`config.mk`:
```
export PLATFORM = sky130hd
export DESIGN_NAME = regfile_scan_checker_scan_compare_stage
export DESIGN_NICKNAME = d
export VERILOG_FILES = /design/src/rtl/regfile_scan_checker_pkg.sv /design/src/rtl/regfile_scan_checker_scan_compare_stage.sv
export SDC_FILE = /design/constraint.sdc
export NUM_CORES = 1
export LEC_CHECK = 0
export CAP_MARGIN = 10
export CORE_ASPECT_RATIO = 0.7
export CORE_MARGIN = 2
export CORE_UTILIZATION = 35
export DETAILED_ROUTE_END_ITERATION = 8
export PLACE_DENSITY = 0.77
export SLEW_MARGIN = 5
export SYNTH_ARGS = -nofsm -noshare
export SYNTH_HDL_FRONTEND = slang
export SYNTH_SLANG_ARGS = --single-unit
```
`constraint.sdc`:
```
create_clock -name clk_i -period 2.5 [get_ports clk_i]
set_input_delay 0.625 -clock clk_i [delete_from_list [all_inputs] [get_ports clk_i]]
set_output_delay 0.625 -clock clk_i [all_outputs]
set_load 0.03 [all_outputs]
```
`src/rtl/regfile_scan_checker_pkg.sv`:
```
// Shared definitions for the register-file scan checker.
//   state_e  : controller state encoding (IDLE -> RUN -> SCAN -> DRAIN -> DONE)
//   sat_inc  : saturating increment for counters up to 32 bits wide
package regfile_scan_checker_pkg;

  typedef enum logic [2:0] {
    ST_IDLE  = 3'd0,
    ST_RUN   = 3'd1,
    ST_SCAN  = 3'd2,
    ST_DRAIN = 3'd3,
    ST_DONE  = 3'd4
  } state_e;

  // Increment val, holding at the all-ones value of a width-bit counter.
  // Callers zero-extend their counter to 32 bits and truncate the result.
  function automatic logic [31:0] sat_inc(input logic [31:0] val, input int width);
    logic [31:0] max_v;
    if (width >= 32) begin
      max_v = 32'hFFFF_FFFF;
    end else begin
      max_v = (32'd1 << width) - 32'd1;
    end
    if (val >= max_v) begin
      sat_inc = max_v;
    end else begin
      sat_inc = val + 32'd1;
    end
  endfunction

endpackage

```
`src/rtl/regfile_scan_checker_scan_compare_stage.sv`:
```
// Scan compare stage: registers the regfile read (act/idx) on the issue edge
// and compares it one cycle later against the expected-memory data, which
// arrives with the same one-cycle latency.
// Ports:
//   clk_i, rst_i       : clock, synchronous active-high reset
//   issue_i            : a register is being read this cycle
//   idx_i, act_i       : index being issued and its regfile port-A data
//   cmp_en_i           : compare window open (SCAN or DRAIN)
//   exp_data_i         : expected value for the registered index
//   mismatch_o         : a counted mismatch this cycle
//   mis_valid_o/reg/exp/act : mismatch detail, zero when no mismatch
module regfile_scan_checker_scan_compare_stage
  import regfile_scan_checker_pkg::*;
#(
  parameter int DATA_W  = 32,
  parameter int REG_AW  = 5,
  parameter int SKIP_R0 = 1
) (
  input  logic              clk_i,
  input  logic              rst_i,
  input  logic              issue_i,
  input  logic [REG_AW-1:0] idx_i,
  input  logic [DATA_W-1:0] act_i,
  input  logic              cmp_en_i,
  input  logic [DATA_W-1:0] exp_data_i,
  output logic              mismatch_o,
  output logic              mis_valid_o,
  output logic [REG_AW-1:0] mis_reg_o,
  output logic [DATA_W-1:0] mis_exp_o,
  output logic [DATA_W-1:0] mis_act_o
);

  logic              vld_q, vld_d;
  logic [REG_AW-1:0] idx_q, idx_d;
  logic [DATA_W-1:0] act_q, act_d;
  logic              skip_s;
  logic              mismatch_s;

  // Next-state for the issue pipeline: capture only when a register is issued.
  always_comb begin
    vld_d = issue_i;
    if (issue_i) begin
      idx_d = idx_i;
      act_d = act_i;
    end else begin
      idx_d = idx_q;
      act_d = act_q;
    end
  end

  // Issue pipeline registers.
  always_ff @(posedge clk_i) begin
    if (rst_i) begin
      vld_q <= 1'b0;
      idx_q <= {REG_AW{1'b0}};
      act_q <= {DATA_W{1'b0}};
    end else begin
      vld_q <= vld_d;
      idx_q <= idx_d;
      act_q <= act_d;
    end
  end

  // Compare; reset in the same cycle discards the in-flight result.
  always_comb begin
    skip_s = (SKIP_R0 != 0) && (idx_q == {REG_AW{1'b0}});
    if (vld_q && cmp_en_i && !rst_i && !skip_s && (exp_data_i != act_q)) begin
      mismatch_s = 1'b1;
    end else begin
      mismatch_s = 1'b0;
    end
  end

  // Mismatch detail is driven only while the pulse is high.
  always_comb begin
    if (mismatch_s) begin
      mis_reg_o = idx_q;
      mis_exp_o = exp_data_i;
      mis_act_o = act_q;
    end else begin
      mis_reg_o = {REG_AW{1'b0}};
      mis_exp_o = {DATA_W{1'b0}};
      mis_act_o = {DATA_W{1'b0}};
    end
  end

  assign mismatch_o  = mismatch_s;
  assign mis_valid_o = mismatch_s;

endmodule

```
==> out/metrics.cfg <==
[outcome]
status=finished with violations
violations=setup timing

[cts]
cts_buffers=5
cts.sinks=38
clkTransAtPathRegs_ns=0.08
cts_tree=built
cts_max_level=2
cts_max_path_buffers=2
clk_latency_ns=0.28
hold_buffers=0
root_buffer=clkbuf_8

[timing]
tightest_slew_ns=0.492
finalWorstSetupSlack_ns=-0.296
setup_violations=71
fmax_mhz=358
final-max-slew-violation-count=0
min_period_over_period_pct=112
hold_viol=0
rsz0062_at_grt=yes
clock_skew_ns=0
slew_headroom_pct=67.2
period_needed_ns=2.80

[cells_and_area]
nets=590
n_antenna_cell=0
final_util_pct=75.5
drive_gt1_share_pct=52.6
fill_cells=522
syn_to_final_growth_pct=111

[yosys]
netlist_area_um2=2580
yosysWarningCount=0
syn_nets=401
synth_top_area_share_pct=29.5
synth-main-ff-cell=dfxtp_1
synth-edff-count=0
synthCells=328
ys_ff_latch=38
yosysTopAreaCell=dfxtp_1
ys_async_sr_fraction_pct=0
synth_cell_types=20
synthTopCellsByArea=dfxtp_1 (29%), mux2i_1 (14%), xnor2_1 (11%)
synth-seq-area-share_pct=29.5
syn_area_per_cell_um2=7.87

[min_path]
min_path_type=flip-flop to flip-flop

[floorplan]
start_util_pct=35.7
dieArea_um2=8090
ioPinCount=144
rows=26
fp.dieW_um=107
die_h_um=75.8
coreArea_um2=7220

[setup_path]
critical_path_class=primary input to primary output
worstPathMaxFanout=8
arrival_ns=2.17
critPathCaptureType=primary output
worstPathRequired_ns=1.88
startpoint_type=primary input

[placement]
dp_hpwl_mm=6.58
portBuffers=143
place.gp.congestion=0.848

[route]
drc_errors=0
ant_nets=0
drtPass1Iterations=5
via_count=3191
dr.first_iter.drc_count=152
avgRoutedWirePerCell_um=19.9
viasPerCell=5.19
wl_mm=12.2

[global_route]
grt_overflow=0
grt_antenna_before_repair=0
grt_pass1_vias=3226
gr-usage-all-layers_pct=28.0
grt_pass1_wl_mm=17.3
grt_max_degree=39

[job]
max-cap-violations=0

[pwr]
power_density_nw_per_um2=285
finalPower_mw=1.56
vdd_drop_max_uv=188
p_leak_nw=2.32

## registers in the layout, indices dropped and copies added, names as in the netlist
| signal | cells |
|---|---|
| act_q | 32 |
| idx_q | 5 |
| vld_q | 1 |
## synth_stat cells, types with 2 or more instances
| cell | number |
|---|---|
| dfxtp_1 | 38 |
| xnor2_1 | 32 |
| mux2i_1 | 37 |
| nand2_1 | 69 |
| nor2_1 | 37 |
| buf_2 | 15 |
| buf_1 | 2 |
| a21oi_1 | 40 |
| nand4_1 | 8 |
| buf_6 | 7 |
| clkbuf_1 | 6 |
| a21oi_2 | 29 |
## path summary, 6_finish.rpt
check | start | endpoint | slack [ns] | cells after the start
worst max register to register | act_q[27]$_SDFFE_PP0P_ | act_q[27]$_SDFFE_PP0P_ | 1.62 | 3
worst min-delay path | idx_q[4]$_SDFFE_PP0P_ | idx_q[4]$_SDFFE_PP0P_ | 0.56 | 2
worst min register to register | idx_q[4]$_SDFFE_PP0P_ | idx_q[4]$_SDFFE_PP0P_ | 0.56 | 2
worst max-delay path | exp_data_i[17] | mis_exp_o[19] | -0.30 | 9
## metrics by stage
step | instances | hold WS (ns) | worst slack [ns] | setup TNS, ns | area (um2)
2_1_floorplan | 328 | 0.474 | -0.0908 | -0.603 | 2750
3_3_place_gp | 581 | 0.495 | -0.940 | -63.36 | 4340
3_5_place_dp | 581 | 0.516 | -1.00 | -65.72 | 4340
4_1_cts | 613 | 0.535 | -0.307 | -16.68 | 5320
5_1_grt | 615 | 0.595 | -0.356 | -22.77 | 5460
6_report | 615 | 0.565 | -0.296 | -18.10 | 5460
## per-layer routing
layer	track usage (%)	wire length [um]	share of wire, %	vias to the layer above
met4	5.48	188	1.5	0
met3	8.81	1170	9.6	23
met5	0	0	0	-
li1	-	-	-	1489
met1	33.4	4820	39	1530
met2	50.7	6060	50	149
## where the power goes
group	total [mW]	switching, mW	leakage (nW)	internal (mW)
Sequential	0.680	0.0386	0.314	0.641
Clock	0.406	0.218	0.0438	0.187
Combinational	0.471	0.201	1.96	0.270
Total	1.56	0.458	2.32	1.10
## logic make-up (layout without fill, tap and decap cells)
group / after synthesis / after routing / synth area share [%]
flops: 38 / 38 / 29.5
mux: 37 / 37 / 14.4
compound gates: 71 / 71 / 18.3
xor+xnor: 32 / 32 / 10.9
buf+inv: 31 / 220 / 7.42
simple gates: 119 / 119 / 19.5
## layout make-up
type | count | area [um2] | share of cell area (%)
clock buffer | 5 | 68.8 | 1.26
clock inverter | 2 | 10.0 | 0.183
sequential | 38 | 761 | 13.9
timing repair buffer | 213 | 2360 | 43.3
multi-input combinational | 259 | 2130 | 39.0
tap | 98 | 123 | 2.25
## critical path: stages
cell and delay, ns:
buf_2 0.12, xnor2_2 0.22, nand4_1 0.19, nor4_4 0.30, buf_6 0.20, buf_12 0.14
buf_12 0.15, a21oi_2 0.07, buf_6 0.14
## placed cells by master, fill, tap and decap left out
cell	Yosys	layout
nand4_1	8	8
xnor2_2	0	20
o21a_4	0	1
and3b_2	0	1
a21oi_4	0	14
buf_6	7	66
a21oi_1	40	6
buf_4	1	58
nor4_4	1	2
clkbuf_2	0	3
a21boi_4	0	1
clkbuf_16	0	4
clkdlybuf4s50_1	0	37
nand2_1	69	69
or4_1	1	1
dlymetal6s2s_1	0	2
clkbuf_8	0	5
nor2_1	37	37
buf_2	15	15
buf_12	0	10
clkinv_2	0	2
buf_8	0	1
mux2i_1	37	37
a21oi_2	29	49
dfxtp_1	38	38
buf_16	0	12
nor2b_1	1	1
clkdlybuf4s15_2	0	3
xnor2_1	32	7
xnor2_4	0	5
clkdlybuf4s15_1	0	2
## timing repair
item	in CTS	in global routing
pin swaps	37	18
buffers inserted	14	0
endpoints found under the setup margin	71	71
cloned	12	5
gates resized for setup	338	36
No activity file was read; power rests on OpenSTA's default activity.
